--- config.mk ---
export PLATFORM = sky130hd
export DESIGN_NAME = seg_scan_ctrl
export DESIGN_NICKNAME = d
export VERILOG_FILES = /design/src/rtl/seg_scan_ctrl.sv
export SDC_FILE = /design/constraint.sdc
export NUM_CORES = 1
export LEC_CHECK = 0
export ABC_AREA = 1
export CAP_MARGIN = 10
export CORE_MARGIN = 4
export CORE_UTILIZATION = 56
export CTS_CLUSTER_DIAMETER = 100
export DETAILED_ROUTE_END_ITERATION = 7
export PLACE_DENSITY = 0.85
export REMOVE_ABC_BUFFERS = 1
export SKIP_CTS_REPAIR_TIMING = 1
export SLEW_MARGIN = 10
export SYNTH_ARGS = -nofsm -noshare
export SYNTH_HDL_FRONTEND = slang
export SYNTH_SLANG_ARGS = --single-unit
export TNS_END_PERCENT = 5
--- constraint.sdc ---
create_clock -name clk -period 6.17 [get_ports clk]
set_input_delay 1.234 -clock clk [delete_from_list [all_inputs] [get_ports clk]]
set_output_delay 1.234 -clock clk [all_outputs]
set_load 0.05 [all_outputs]
--- src/rtl/seg_scan_ctrl.sv ---
// seg_scan_ctrl: time-multiplexed scan controller for an 8-digit common-anode
// seven-segment display.
//
// One anode is driven at a time for REFRESH_DIV clocks. The first BLANK_CYC
// clocks of every slot keep all anodes off so the previous digit's segments
// cannot ghost onto the next one. New data is staged in a pending register by
// 'load' and moved into the displayed register only when digit 7's slot ends,
// so a frame never mixes old and new values.
//
// Ports:
//   clk         system clock, rising edge
//   rst         asynchronous, active-high reset
//   data_in     32-bit value, nibble k drives digit k
//   dig_en_in   per-digit enable (1 = shown, 0 = blanked)
//   dp_in       per-digit decimal point (1 = lit)
//   load        single-cycle strobe capturing data_in/dig_en_in/dp_in
//   seg         segments {g,f,e,d,c,b,a}, active-low, registered
//   an          anodes, active-low, one-hot-zero, registered
//   dp          decimal point, active-low, registered
//   frame_done  one-cycle pulse after digit 7's slot ends, registered

module seg_scan_ctrl #(
  parameter int unsigned REFRESH_DIV = 100000,
  parameter int unsigned BLANK_CYC   = 100
) (
  input  logic        clk,
  input  logic        rst,
  input  logic [31:0] data_in,
  input  logic [7:0]  dig_en_in,
  input  logic [7:0]  dp_in,
  input  logic        load,
  output logic [6:0]  seg,
  output logic [7:0]  an,
  output logic        dp,
  output logic        frame_done
);

  // Slot counter width; REFRESH_DIV=2 still needs one bit.
  localparam int unsigned CNT_W = (REFRESH_DIV > 2) ? $clog2(REFRESH_DIV) : 1;

  // Everything needed to draw one frame.
  typedef struct packed {
    logic [31:0] data;
    logic [7:0]  dig_en;
    logic [7:0]  dp;
  } frame_t;

  logic [CNT_W-1:0] cnt;
  logic [2:0]       idx;
  frame_t           disp;
  frame_t           pend;
  logic             pend_valid;

  frame_t           in_word_c;
  logic             slot_end_c;
  logic             boundary_c;
  logic             blank_c;
  logic [3:0]       nib_c;

  // Hex digit to active-low gfedcba pattern.
  function automatic logic [6:0] enc(input logic [3:0] n);
    logic [6:0] s;
    case (n)
      4'h0:    s = 7'b1000000;
      4'h1:    s = 7'b1111001;
      4'h2:    s = 7'b0100100;
      4'h3:    s = 7'b0110000;
      4'h4:    s = 7'b0011001;
      4'h5:    s = 7'b0010010;
      4'h6:    s = 7'b0000010;
      4'h7:    s = 7'b1111000;
      4'h8:    s = 7'b0000000;
      4'h9:    s = 7'b0010000;
      4'hA:    s = 7'b0001000;
      4'hB:    s = 7'b0000011;
      4'hC:    s = 7'b1000110;
      4'hD:    s = 7'b0100001;
      4'hE:    s = 7'b0000110;
      4'hF:    s = 7'b0001110;
      default: s = 7'b1111111;
    endcase
    return s;
  endfunction

  // Slot/frame decode and the current digit's drive condition.
  always_comb begin
    in_word_c  = {data_in, dig_en_in, dp_in};
    slot_end_c = (cnt == CNT_W'(REFRESH_DIV - 1));
    boundary_c = slot_end_c && (idx == 3'd7);
    blank_c    = (cnt < CNT_W'(BLANK_CYC)) || !disp.dig_en[idx];
    nib_c      = disp.data[{idx, 2'b00} +: 4];
  end

  // Slot counter and digit index; idx wraps 7->0 on its own.
  always_ff @(posedge clk or posedge rst) begin
    if (rst) begin
      cnt <= '0;
      idx <= '0;
    end else if (slot_end_c) begin
      cnt <= '0;
      idx <= idx + 3'd1;
    end else begin
      cnt <= cnt + CNT_W'(1);
    end
  end

  // Pending/displayed registers. A load landing on the boundary bypasses
  // pend so the very next frame already shows it and nothing stays pending.
  always_ff @(posedge clk or posedge rst) begin
    if (rst) begin
      disp       <= '0;
      pend       <= '0;
      pend_valid <= 1'b0;
    end else if (boundary_c) begin
      if (load) begin
        disp       <= in_word_c;
        pend       <= in_word_c;
        pend_valid <= 1'b0;
      end else if (pend_valid) begin
        disp       <= pend;
        pend_valid <= 1'b0;
      end
    end else if (load) begin
      pend       <= in_word_c;
      pend_valid <= 1'b1;
    end
  end

  // Registered display drive; every slot opens in the all-off state, so an
  // only moves between digits through 8'hFF.
  always_ff @(posedge clk or posedge rst) begin
    if (rst) begin
      an         <= 8'hFF;
      seg        <= 7'h7F;
      dp         <= 1'b1;
      frame_done <= 1'b0;
    end else begin
      frame_done <= boundary_c;
      if (blank_c) begin
        an  <= 8'hFF;
        seg <= 7'h7F;
        dp  <= 1'b1;
      end else begin
        an  <= ~(8'h01 << idx);
        seg <= enc(nib_c);
        dp  <= ~disp.dp[idx];
      end
    end
  end

endmodule
== Yosys cells after proc, flatten, opt, wreduce, memory -nomap -nowiden ==
Memory sizes are Yosys's and may differ from the RTL's.
Index checks and enable logic that the tools add are counted.
Widths: inputs -> output; s select.

* Bits in registers: 134
* Latch bits: 0
* Bits in writable memories: 0
* Memory bits (read-only): 112
* Bits of input ports: 51
* Output and inout port bits: 17
* Word-level logic and storage cells: 42
* Memories kept: 1

* Add/sub/neg operators: 2
* $mul: 0
* Divide/modulo/power cells: 0
* Order comparisons: 2
* Eq/ne operators: 2
* Shift-type cells: 2
* Muxes and demuxes: 12
* Bitwise logic cells: 2
* Reductions and logical operators: 6

{| class="wikitable"
|+ Memory list
! memory !! words !! bits a word !! read ports !! clocked after memory_dff !! write ports !! line !! RTL
|-
| (name not given) || 16 || 7 || 1 || 0 || 0 || 63 || <nowiki>case (n)</nowiki>
|}

{| class="wikitable"
|+ Operators with widths
! operator !! number
|-
| $mux 48 || 2
|-
| $shiftx 32x6->4 || 1
|-
| $add 17x1->17 const B || 1
|-
| $eq 17x17->1 const B || 1
|-
| $lt 17x7->1 const B || 1
|-
| $mux 17 || 1
|-
| $mux 8 || 1
|-
| $not 8->8 || 1
|-
| $shl 1x3->8 const A || 1
|-
| $mux 7 || 1
|-
| $bmux 1 s3 || 2
|-
| $mux 1 || 5
|-
| $lt 3x4->1 const B || 1
|-
| $reduce_bool 2->1 || 2
|-
| $add 3x1->3 const B || 1
|-
| $eq 3x3->1 const B || 1
|-
| $reduce_and 2->1 || 1
|-
| $logic_and 1x1->1 || 1
|-
| $logic_not 1->1 || 1
|-
| $logic_or 1x1->1 || 1
|-
| $not 1->1 || 1
|}

== Depth between registers and ports, before layout ==
Gate-level depths: netlist (run 1).

* Depth in word-level cells: 5
* Mapped depth: 14
* Gate-level depth less buffers: 12

== Worst setup path before layout (run 1) ==
Ideal clock, no wire load.

* Kind: input to register
* Start point: input load
* End point: register disp[10] in the netlist's numbering
* Data arrival time: 2.115 ns
* Path slack: 3.978 ns
* Stages on the path: 7
* Path buffers: 2
* Cell sequence: inv_1 > clkbuf_1 > clkbuf_1 > nand2_1 > nand2_1 > inv_1 > o21ai_1

* Longest elaborated chain between the ends: 2

{| class="wikitable"
|+ Ends and longest elaborated chain
! element !! line !! RTL
|-
| from (decl) || 31 || <nowiki>input logic load,</nowiki>
|-
| $reduce_bool 2->1 (no source line) || n/a ||
|-
| $reduce_and 2->1 (no source line) || n/a ||
|-
| to (signal assigned) || 116 || <nowiki>disp <= in_word_c;</nowiki>
|-
| to (signal assigned) || 120 || <nowiki>disp <= pend;</nowiki>
|-
| to (decl) || 50 || <nowiki>frame_t disp;</nowiki>
|}

Parallel ways exist; a longest one is shown, timed or not.
A chain may end at the register's enable or synchronous reset.

== Worst setup path in the final report (run 1) ==
* Start point: register an[3]
* End point: output an[3]

{| class="wikitable"
|+ RTL lines
! element !! line !! RTL
|-
| from (decl) || 33 || <nowiki>output logic [7:0] an,</nowiki>
|-
| from (signal assigned) || 144 || <nowiki>an <= ~(8'h01 << idx);</nowiki>
|}

No word-level cell between the ends.

==> reports/results.ini, run 1 <==
[drt]
routed-via-count=5093
drc=0
postRouteAntennaNets=0
drtPass1Iterations=7
via_per_inst=5.21
drt_iter0_drc=491
wl_per_cell_um=13.9
wl_um=13600

[sta]
worst_slew_pin_slew_ps=1090
timing.final.crit_period_ps=3070
slew-limit-headroom_pct=27.1
fin_worst_skew_ps=8.39
hold_violations=0
fin_setup_tns_ps=0
maxSlewViolCount=0
min_period_over_period_pct=49.8
finalSetupViolCount=0
grt_setup_unrepaired=no
fmax_mhz=325

[floorplanning]
die_h_um=113
rows=38
design.core.area_mm2=0.0108
ios=68
dieWidth_um=113
initial_core_util_pct=57.1
die_area_mm2=0.0128

[clock_network]
cts_buffer_depth=2
clkTransAtPathRegs_ps=60
clkLatencyLatePin_ps=530
numCtsBuffers=17
cts_tree=yes
clock-root-buffer=clkbuf_8
clock_sinks=134
htreeDepth=4

[pwr]
powerDensity_mw_per_mm2=283
p_sw_uw=446
p_leak_nw=3.81
seq_power_share_pct=42.7
share_comb_of_total_power_pct=5.0
p_int_mw=1.70
ir_drop_uv=216
clkPwrFrac_pct=52.3
switching_share_pct=20.8

[worst_hold_path]
hold_depth=2
hold_class=reg -> reg
hp-start=pend[46]
hold_end=pend[46]

[global_route]
grt_pass1_vias=4889
grt_first_pass_wirelength_um=22800
antenna_found_initial=0
grt_max_degree=97
overflow=0
track_usage_pct=22.2

[layout]
diodes=0
drive_gt1_share_pct=7.52
final_common_cell=nand2_1
synthToLayoutAreaGrowth_pct=22.1
fin_util_pct=69.8
nets=888
layout_common_cells=nand2_1 (308), dfrtp_1 (118), inv_1 (102), clkdlybuf4s50_1 (66), nand3_1 (56)

[place]
hpwl_um=8330
place.gp.congestion=0.888
io_buffers=67

[worst_setup_path]
cp_data_required_time_ps=4940
cpLargestDelayFamily=buffers and inverters
critPathArrivalTime_ps=1840
start_kind=flip-flop
crit_slowest_cell=clkdlybuf4s50_1
critPathKind=reg -> out
critPathBufInv=1
worstReg2RegStart=idx[0]
max_stage_delay_ps=800
rrSetupSlack_ps=3150
critPathMaxFanout=1
crit_chain=clkdlybuf4s50_1
reg2reg_to=disp[45]
end_kind=output pin
ff2ff_path_depth=4

[synth]
synth_top_cell_area_share_pct=47.7
synth_seq_area_share_pct=54.5
ys_ff_latch=134
synthCells=764
yosys-top-cells-area=dfrtp_1 (48%), nand2_1 (19%), dfstp_2 (6.8%)
ys_warn_count=0
synth.avg_cell_area_um2=8.11
synth.distinct_cells=34
synthesis.area_mm2=0.00619
yosysTopAreaCell=dfrtp_1

[job]
cap_violations=0

[outcome]
status=complete, no violations

synth_stat cells:
cell type,number
a21oi_1,5
a32o_1,2
a41oi_1,1
buf_1,3
buf_2,12
buf_6,5
clkbuf_1,8
clkinv_1,2
clkinv_2,1
dfrtp_1,118
dfstp_2,16
ha_1,12
inv_1,103
inv_2,3
nand2_1,308
nand2_2,1
nand3_1,56
nand3_4,1
nand4_1,3
nand4_4,1
nor2_1,28
nor2_2,1
nor3_1,5
nor3_2,1
nor3_4,1
nor4_1,1
o211a_1,1
o21ai_0,9
o21ai_1,43
o21bai_1,1
o31ai_1,1
or2_2,1
xnor2_1,1
xor2_1,9
through the flow:
stage / hold WS (ps) / cells / total power [mW] / setup WS (ps) / area (um^2)
floorplan: 433 / 736 / 0.982 / 1380 / 6040
global placement: 449 / 946 / 1.03 / 3000 / 6900
detailed placement: 458 / 946 / 1.04 / 2850 / 6900
CTS: 471 / 978 / 2.15 / 3070 / 7560
global route: 485 / 978 / 2.21 / 2900 / 7560
finish: 469 / 978 / 2.14 / 3100 / 7560
flip-flops by register name, summed over array words and instances, names as in the netlist:
| signal | flops |
|---|---|
| an | 8 |
| cnt | 17 |
| disp | 48 |
| dp | 1 |
| frame_done | 1 |
| idx | 3 |
| pend | 48 |
| pend_valid | 1 |
| seg | 7 |
how the worst max path moves through the flow:
| stage | end | startpoint | cells past startpoint |
|---|---|---|---|
| global placement | disp[41] | load | 5 |
| floorplan | cnt[0] | rst | 1 |
| global route | seg[5] | idx[0] | 12 |
| CTS | an[3] | an[3] | 1 |
| finish | an[3] | an[3] | 1 |
| detailed placement | disp[45] | load | 5 |
logic make-up (layout without fill, tap and decap cells):
kind of cell,after synthesis,after routing,synth area share (%)
AO/OA/AOI/OAI,63,63,5.47
buffers and inverters,137,211,9.17
flip-flops,134,134,54.5
AND/OR/NAND/NOR,408,408,27.1
adder cells (fa/ha/maj),12,12,2.42
XOR/XNOR,10,10,1.41
routing by layer:
layer  routed length (um)  global-route usage, %  share of wire, %
met2                 6840                   36.8                50
met5                    0                      0                 0
met3                  875                   5.13               6.4
met4                  249                   7.37               1.8
met1                 5650                   29.2                42
power groups by stage:
stage	logic (mW)	registers (mW)	clock network, mW
after floorplan	0.0543	0.928	0
after global placement	0.106	0.929	0
after detailed placement	0.109	0.930	0
after CTS	0.111	0.915	1.13
after global routing	0.124	0.917	1.17
final	0.107	0.915	1.12
layout make-up:
type                       count  area, um^2
multi-input combinational    493        2250
fill                         825        3280
clock inverter                10         190
clock buffer                  22         473
inverter                     109         413
tap                          140         175
sequential                   134        3370
timing repair buffer          70         688
Note: power is estimated with default switching activity, not from simulation.
==> run 2, diff against run 1 <==
==> constraint.sdc (replaced) <==
create_clock -name clk -period 3.1 [get_ports clk]
set_input_delay 0.62 -clock clk [delete_from_list [all_inputs] [get_ports clk]]
set_output_delay 0.62 -clock clk [all_outputs]
set_load 0.05 [all_outputs]
==> reports/results.ini, run 2 (same netlist as run 1, synthesis figures left out) <==
[global_route]
grt_pass1_vias=4787
grt_max_degree=53
track_usage_pct=22.1
grt_first_pass_wirelength_um=22500
overflow=0
antenna_found_initial=0

[place]
hpwl_um=8690
place.gp.congestion=0.935
io_buffers=67

[worst_setup_path]
ff2ff_path_depth=9
start_kind=flip-flop
crit_chain=clkdlybuf4s50_1
critPathArrivalTime_ps=1880
critPathBufInv=1
worstReg2RegStart=cnt[0]
end_kind=output pin
max_stage_delay_ps=800
rrSetupSlack_ps=800
reg2reg_to=disp[43]
cpLargestDelayFamily=buffers and inverters
critPathKind=reg -> out
critPathMaxFanout=1
crit_slowest_cell=clkdlybuf4s50_1
cp_data_required_time_ps=2480

[sta]
fin_worst_skew_ps=4.59
hold-worst-slack_ps=452
worst_slew_pin_slew_ps=551
hold_violations=0
maxSlewViolCount=0
grt_setup_unrepaired=no
slew-limit-headroom_pct=63.0
fmax_mhz=400
finalSetupViolCount=0
min_period_over_period_pct=80.7
timing.final.crit_period_ps=2500

[clock_network]
cts_buffer_depth=2
clock_sinks=134
htreeDepth=4
numCtsBuffers=17
clock-root-buffer=clkbuf_8
clkLatencyLatePin_ps=530
cts_tree=yes
clkTransAtPathRegs_ps=60

[drt]
postRouteAntennaNets=0
wl_per_cell_um=13.2
drc=0
drt_iter0_drc=406
via_per_inst=5.02
wl_um=13000
drtPass1Iterations=5
routed-via-count=4934

[layout]
nFillCells=849
diodes=0
fin_util_pct=69.3
final_common_cell=nand2_1
synthToLayoutAreaGrowth_pct=21.4
largestRegisters=disp (48), pend (48), cnt (17)
nets=894
layout_common_cells=nand2_1 (308), dfrtp_1 (118), inv_1 (102), clkdlybuf4s50_1 (66), nand3_1 (56)
drive_gt1_share_pct=7.83

[pwr]
p_leak_nw=3.79
ir_drop_uv=373
powerDensity_mw_per_mm2=512

[job]
cap_violations=0

[floorplanning]
ios=68
initial_core_util_pct=57.1
rows=38
die_area_mm2=0.0128
design.core.area_mm2=0.0108
die_h_um=113
dieWidth_um=113

[outcome]
status=complete, no violations

[worst_hold_path]
hold_class=in -> async

-- run 2: cell count changes in the layout (fill, tap and decap cells not counted), moves of 3 or more --
cell	before	now
buf_4	3	6
clkinv_2	2	6
bufinv_16	5	1
buf_12	0	3
-- run 2: final cells by class --
| type | count | area, um^2 | share of cell area (%) |
|---|---|---|---|
| multi-input combinational | 493 | 2250 | 30.0 |
| inverter | 109 | 413 | 5.49 |
| clock inverter | 9 | 78.8 | 1.05 |
| tap | 140 | 175 | 2.33 |
| timing repair buffer | 76 | 771 | 10.3 |
| sequential | 134 | 3370 | 44.9 |
| clock buffer | 22 | 453 | 6.03 |
-- run 2: worst max path at each step --
stage,startpoint,end,slack (ps),cells after the start
final,seg[5],seg[5],600,1
after global routing,cnt[0],disp[41],520,9
after CTS,seg[5],seg[5],590,1
after detailed placement,cnt[0],disp[44],820,9
after global placement,cnt[0],disp[41],900,9
after floorplan,rst,cnt[0],-1080,1
-- run 2: layer usage --
layer	wire [um]	track usage (%)	vias up
li1	-	-	2478
met5	0	0	-
met3	582	4.44	20
met1	5890	30.2	2292
met2	6310	35.3	144
met4	215	7.85	0
-- run 2: metrics by stage --
step           TNS, ps  instance area, um^2  total power [mW]  worst slack (ps)  cells
2_1_floorplan  -128820                 6040              1.95             -1080    736
3_3_place_gp         0                 6980              2.06               898    952
3_5_place_dp         0                 6980              2.07               817    952
4_1_cts              0                 7520              3.87               589    983
5_1_grt              0                 7520              3.99               518    983
6_report             0                 7520              3.85               597    983
-- run 2: power breakdown --
group / internal [mW] / switching (mW)
sequential: 1.81 / 0.0154
combinational: 0.0950 / 0.124
clock: 1.09 / 0.714
